### config.mk
export PLATFORM = sky130hd
export DESIGN_NAME = para_stat
export DESIGN_NICKNAME = d
export VERILOG_FILES = /design/src/rtl/para_stat.sv
export SDC_FILE = /design/constraint.sdc
export NUM_CORES = 1
export LEC_CHECK = 0
export ABC_AREA = 1
export BUFFER_PORTS_ARGS = -buffer_cell sky130_fd_sc_hd__buf_2
export CAP_MARGIN = 20
export CORE_ASPECT_RATIO = 0.75
export CORE_MARGIN = 3
export CORE_UTILIZATION = 35
export DETAILED_ROUTE_END_ITERATION = 16
export MAX_ROUTING_LAYER = met4
export PLACE_DENSITY = 0.58
export SLEW_MARGIN = 20
export SYNTH_ARGS = -nofsm -noshare
export SYNTH_HDL_FRONTEND = slang
export SYNTH_SLANG_ARGS = --single-unit
### constraint.sdc
create_clock -name clk_sys -period 15.2 [get_ports clk_sys]
set_input_delay 1.52 -clock clk_sys [delete_from_list [all_inputs] [get_ports clk_sys]]
set_output_delay 1.52 -clock clk_sys [all_outputs]
set_load 0.01 [all_outputs]
### src/rtl/para_stat.sv
// para_stat: windowed statistics over a stream of signed samples.
// Accumulates N = 2^k accepted samples (k latched from cfg_log2 at window
// start, clamped to LOG2_MAX) and publishes rounded mean, max and min one
// cycle after the closing sample, with a one-cycle sta_vld pulse.
//
// Ports:
//   clk_sys       system clock, rising edge
//   rst           asynchronous active-high reset
//   sm_data       signed sample, DW bits
//   sm_vld        sample qualifier, one sample per high cycle
//   cfg_log2      window length select (N = 2^cfg_log2)
//   clr           synchronous abort of the open window
//   sta_para_ave  rounded signed mean of last completed window
//   sta_para_max  signed maximum of last completed window
//   sta_para_min  signed minimum of last completed window
//   sta_vld       one-cycle pulse when new results are published
//   sta_win_cnt   completed-window count, wraps at 16 bits
module para_stat #(
    parameter int unsigned DW       = 16,
    parameter int unsigned LOG2_MAX = 16
) (
    input  logic          clk_sys,
    input  logic          rst,
    input  logic [DW-1:0] sm_data,
    input  logic          sm_vld,
    input  logic [4:0]    cfg_log2,
    input  logic          clr,
    output logic [DW-1:0] sta_para_ave,
    output logic [DW-1:0] sta_para_max,
    output logic [DW-1:0] sta_para_min,
    output logic          sta_vld,
    output logic [15:0]   sta_win_cnt
);

    localparam int unsigned AW = DW + LOG2_MAX;
    // one spare bit so 2^LOG2_MAX is representable when forming N-1
    localparam int unsigned CW = LOG2_MAX + 1;

    logic [CW-1:0]        cnt;
    logic [4:0]           k_q;
    logic signed [AW-1:0] acc;
    logic signed [DW-1:0] run_max;
    logic signed [DW-1:0] run_min;

    logic                 accept_c;
    logic                 first_c;
    logic                 last_c;
    logic [4:0]           cfg_clamp_c;
    logic [4:0]           k_c;
    logic signed [AW-1:0] sum_c;
    logic signed [AW-1:0] rnd_c;
    logic signed [DW-1:0] max_c;
    logic signed [DW-1:0] min_c;

    // Per-sample datapath: window length, running sum and extrema including
    // the current sample.
    always_comb begin
        accept_c    = sm_vld & ~clr;
        first_c     = (cnt == '0);
        cfg_clamp_c = (32'(cfg_log2) > LOG2_MAX) ? 5'(LOG2_MAX) : cfg_log2;
        k_c         = first_c ? cfg_clamp_c : k_q;
        last_c      = (cnt == ((CW'(1) << k_c) - CW'(1)));
        sum_c       = (first_c ? '0 : acc) + AW'($signed(sm_data));
        rnd_c       = (k_c == 5'd0) ? '0 : AW'(AW'(1) << (k_c - 5'd1));
        max_c       = (first_c || ($signed(sm_data) > run_max)) ? sm_data : run_max;
        min_c       = (first_c || ($signed(sm_data) < run_min)) ? sm_data : run_min;
    end

    // Window state and published results.
    always_ff @(posedge clk_sys or posedge rst) begin
        if (rst) begin
            cnt          <= '0;
            k_q          <= '0;
            acc          <= '0;
            run_max      <= '0;
            run_min      <= '0;
            sta_para_ave <= '0;
            sta_para_max <= '0;
            sta_para_min <= '0;
            sta_vld      <= 1'b0;
            sta_win_cnt  <= '0;
        end else begin
            sta_vld <= 1'b0;
            if (clr) begin
                cnt     <= '0;
                acc     <= '0;
                run_max <= '0;
                run_min <= '0;
            end else if (accept_c) begin
                k_q <= k_c;
                if (last_c) begin
                    cnt          <= '0;
                    acc          <= '0;
                    run_max      <= '0;
                    run_min      <= '0;
                    // arithmetic shift of the rounded sum; result fits DW
                    sta_para_ave <= DW'((sum_c + rnd_c) >>> k_c);
                    sta_para_max <= max_c;
                    sta_para_min <= min_c;
                    sta_vld      <= 1'b1;
                    sta_win_cnt  <= sta_win_cnt + 16'd1;
                end else begin
                    cnt     <= cnt + CW'(1);
                    acc     <= sum_c;
                    run_max <= max_c;
                    run_min <= min_c;
                end
            end
        end
    end

endmodule

Word level (Yosys, flattened, before mapping) --
Index checks and enable logic that the tools add are counted.
Operators by class: add/sub/neg operators 6, $lt $le $gt $ge 3, equal/unequal tests 1, shifts and indexed selects 3, muxes and demuxes 21, bitwise gates (word level) 2, reduce and logical (&&, ||, !) cells 7
Operator list (number):
- $mux 32 | 5
- $mux 16 | 8
- $add 32x32->32 | 2
- $mux 17 | 3
- $shl 1x5->32 const A | 1
- $sshr 32x5->16 | 1
- $add 17x1->17 const B | 1
- $eq 17x17->1 | 1
- $logic_not 17->1 | 1
- $shl 1x5->17 const A | 1
- $sub 17x1->17 const B | 1
- $add 16x1->16 const B | 1
- $gt 16x16->1 | 1
- $lt 16x16->1 | 1
- $mux 5 | 2
- $gt 5x5->1 const B | 1
- $logic_not 5->1 | 1
- $sub 5x1->5 const B | 1
- $mux 1 | 3
- $reduce_and 3->1 | 1
- $logic_or 1x1->1 | 2
- $reduce_and 2->1 | 1
- $reduce_bool 2->1 | 1
- $and 1x1->1 | 1
- $not 1->1 | 1
Storage, ports and cells: bits in registers 151, input port bits 25, output and inout port bits 65, logic and storage cells 53

Logic depth before layout (Yosys ltp) --
depth after elaboration 9, depth in mapped cells 49, mapped depth without buffers 48

Least setup slack after synthesis --
No wires, ideal clock.
kind input port to flip-flop, from input sm_data[0], to register sta_para_ave[13], library setup time 117 ps, arrival time 5394 ps, required time 15083 ps, setup slack 9689 ps, stages on the path 38, path buffers 0, path through ha_1 fa_1 nand3_1 nand2_1 nand2_1 nand2_1 nand2_1 nand2_1 nand2_1 nand2_1 nand2_1 nand2_1 nand2_1 nand2_1 a21oi_1 o21ai_0 nand2_1 nand2_1 (+2 left out) ha_1 a21o_1 a21oi_1 nand2_1 nand2_1 nand2_1 a21oi_1 nand3_1 nand3_1 nand2_1 nand2_1 nand2_1 nand2_1 nand2_1 nand2_1 nand2_1 nand4_1 nand2_1
On the way: longest elaborated chain between the ends 3
Ends and longest elaborated chain:
- start: declaration | RTL line 24 | input logic [DW-1:0] sm_data,
- $add 32x32->32 | RTL line 63 | sum_c = (first_c ? '0 : acc) + AW'($signed(sm_data));
- $add 32x32->32 | RTL line 97 | sta_para_ave <= DW'((sum_c + rnd_c) >>> k_c);
- $sshr 32x5->16 | RTL line 97
- end signal: assignment | RTL line 97
- end: declaration | RTL line 28 | output logic [DW-1:0] sta_para_ave,
Every way passes these cells. A chain may end at the register's enable or synchronous reset.

Worst setup path after layout --
from register cnt[0], to register sta_para_ave[5]
On the way: longest elaborated chain between the ends 7, elaborated cells on any way between the ends 14, classes of those cells add/sub: 4; eq/ne: 1; shift: 3; mux: 3; reduce/logical: 3
Ends and longest elaborated chain:
- start: declaration | RTL line 39 | logic [CW-1:0] cnt;
- start signal: assignment | RTL line 103 | cnt <= cnt + CW'(1);
- parallel branches: the longest is 7 deep, another holds $add 32x32->32
Parallel ways; which one is timed is not known.

==> results.cfg <==
[sta]
grt_setup_unrepaired = false
post-route-period-util_pct = 43.4
worstMarginPinSlew_ns = 0.977
hold_ws_ns = 0.469
post-route-min-period_ns = 6.60
hold_viol_final = 0
max_freq_mhz = 152
finalSetupViolCount = 0
max_slew_margin_pct = 34.8
maxSlewViolCount = 0
fin_setup_tns_ns = 0
finClkSkew_ns = 0.0184

[cts]
cts_inserted_buffers = 17
cts.sinks = 151
root_buffer = clkbuf_16
cts_resized = 0
clock_latency_ns = 0.46
cts_tree = done
hold_buffers = 0
htreeDepth = 4
post_cts_buffers = 0
cts_buffer_depth = 2
path_clk_slew_ns = 0.07

[pwr]
comb_power_share_pct = 38.5
power_frac_seq_pct = 29.9
p_per_area_mw_per_mm2 = 88.8
total_power_mw = 1.43
leakage_nw = 9.03
ir_drop_uv = 88.8
p_sw_mw = 0.610
p_int_mw = 0.819
p_sw_share_pct = 42.7
p_clk_share_pct = 31.7

[logic_synthesis]
synthAdderAreaFrac_pct = 8.53
synth_xor_area_share_pct = 4.53
synth_area_leaders = dfrtp_1, nand2_1, nand3_1
synth_compound_area_share_pct = 7.36
yosysTopAreaCellShare_pct = 25.7
yosys.area_share.simple_pct = 43.8
syn_area_mm2 = 0.0147
synth_ff_type = dfrtp_1
syn_avg_cell_area_um2 = 6.24
synth_edf_count = 0
yosysSeqAreaShare_pct = 25.7
synthMuxAreaShare_pct = 0.136
yosys.area.top_type = dfrtp_1
yosysWarningCount = 0
synth_seq_cells = 151
syn_inst = 2356
synth_top_family_by_area = simple AND/OR/NAND/NOR gates
syn_nets = 2480
synth_cell_type_count = 47
postSynth.asyncResetShare_pct = 100

[critical_path]
regToRegSetupSlack_ns = 8.60
reg2regPathDepth = 45
r2r-end = sta_para_ave[5]
critPathCaptureType = flip-flop
regToRegStartpoint = cnt[0]
crit_top_cell = nand2_1
slowest_stage = dfrtp_1
cp.arrival_ns = 6.99
cp_max_fo = 33
cp-endpoint = sta_para_ave[5]
cp_data_required_time_ns = 15.59
crit_path_max_incr_delay_ns = 0.40
critPathLaunch = cnt[0]
crit_type = flip-flop to flip-flop
startpoint_type = flip-flop

[global_routing]
grt_pass1_vias = 14300
antenna_found_initial = 0
grt_max_degree = 82
grt_use_total_pct = 22.5
grt_pass1_wl_um = 78500
grt_overflow_total = 0

[worst_hold_path]
hp-start = sta_para_min[15]
min-delay-path-class = flip-flop to flip-flop

[detailed_routing]
drcViolationCount = 0
vias = 15400
dr.first_iter.drc_count = 1441
wl_per_cell_um = 16.4
postRouteAntennaNets = 0
vias_per_cell = 5.23
postRouteWirelength_um = 48400
drt_pass1_iterations = 7

[run]
drv_cap = 0

[floorplanning]
num_rows = 64
ios = 90
die_h_um = 183
start_util_pct = 35.8
die_w_um = 243
die-area_mm2 = 0.0445
core_area_mm2 = 0.0411

[place]
dp.cells = 2919
gp_congestion = 0.977
hpwlAfterDp_um = 35900
io_buffer_count = 89

[final_layout]
area_delta_synth_final_pct = 9.49
layout.nets = 2501
antenna_cells = 0
fin_cells = 2951
final_layout_size_suffix_gt1_share_pct = 7.87
post-route-util_pct = 39.2

[status]
status = finished, final reports clean
[power groups by stage]
stage | Sequential, mW | Clock, mW | Combinational [mW]
2_1_floorplan | 0.433 | 0 | 0.399
3_3_place_gp | 0.434 | 0 | 0.539
3_5_place_dp | 0.434 | 0 | 0.539
4_1_cts | 0.427 | 0.464 | 0.543
5_1_grt | 0.429 | 0.482 | 0.620
6_report | 0.427 | 0.452 | 0.549
[state kept, by name (all words and copies together) (netlist names)]
| name | cells |
|---|---|
| run_min | 16 |
| sta_para_max | 16 |
| sta_vld | 1 |
| k_q | 5 |
| run_max | 16 |
| acc | 32 |
| sta_para_min | 16 |
| sta_para_ave | 16 |
| sta_win_cnt | 16 |
| cnt | 17 |
[worst max-delay path, delay by kind of cell, from the launching register on]
family	cells	cell delay [ns]
AOI/OAI and AO/OA	5	1.23
xor gates and xnor gates	1	0.19
adders and majority gates	4	1.32
buffers and inverters	3	0.56
DFF	1	0.40
and+or+nand+nor	32	2.81
[how the worst min path moves through the flow]
stage	endpoint	slack, ns	cells past startpoint
5_1_grt	sta_para_min[1]	0.49	2
3_3_place_gp	sta_para_max[10]	0.45	2
3_5_place_dp	sta_para_max[5]	0.46	2
4_1_cts	sta_para_min[15]	0.47	2
6_report	sta_para_min[15]	0.47	2
2_1_floorplan	acc[20]	0.45	2
[stage by stage]
stage | instance area, um2 | setup WS [ns]
finish | 16100 | 8.60
global placement | 15500 | 8.68
CTS | 16100 | 8.64
floorplan | 14700 | 9.62
detailed placement | 15500 | 8.64
global route | 16100 | 7.94
[per-layer routing]
metal | track usage (%) | wire length [um] | up-vias
li1 | - | - | 7724
met1 | 32.7 | 24100 | 7158
met2 | 33.0 | 20400 | 509
met3 | 3.31 | 3070 | 53
met4 | 5.11 | 826 | 0
met5 | - | 0 | -
[cells in the mapped netlist (6+ instances only)]
master / n
o21bai_1: 7
o211ai_1: 7
xnor2_1: 22
buf_1: 14
nor2_1: 177
buf_2: 10
nand3b_1: 12
o21ai_0: 74
nor3_1: 24
xor2_1: 54
ha_1: 97
inv_1: 237
a21oi_1: 85
nor2_4: 6
buf_4: 14
nand4_1: 88
nor2_2: 9
nand3_1: 333
nor4_1: 9
dfrtp_1: 151
nand2_1: 801
inv_2: 13
buf_6: 9
clkbuf_1: 55
[cell type report]
| cell class | count | area, um2 |
|---|---|---|
| tap | 561 | 702 |
| multi-input combinational | 1852 | 9490 |
| timing repair buffer | 104 | 558 |
| fill | 4452 | 25000 |
| inverter | 251 | 947 |
| clock buffer | 18 | 439 |
| clock inverter | 14 | 170 |
| sequential | 151 | 3780 |
[kinds of logic (layout without fill, tap and decap cells)]
family          Yosys count  after routing
buf+inv                 353            387
flops                   151            151
mux                       2              2
fa+ha+maj                99             99
simple gates           1478           1478
compound gates          197            197
xor+xnor                 76             76
[placed cells by master (no fill, tap or decap), types with 15 or more instances in the layout]
cell,instances
a21oi_1,85
buf_2,89
buf_4,15
clkbuf_16,17
dfrtp_1,151
ha_1,97
inv_1,236
nand2_1,801
nand3_1,332
nand4_1,88
nor2_1,175
nor3_1,24
o21ai_0,74
xnor2_1,22
xor2_1,54
Power figures use the tool's default switching activity.
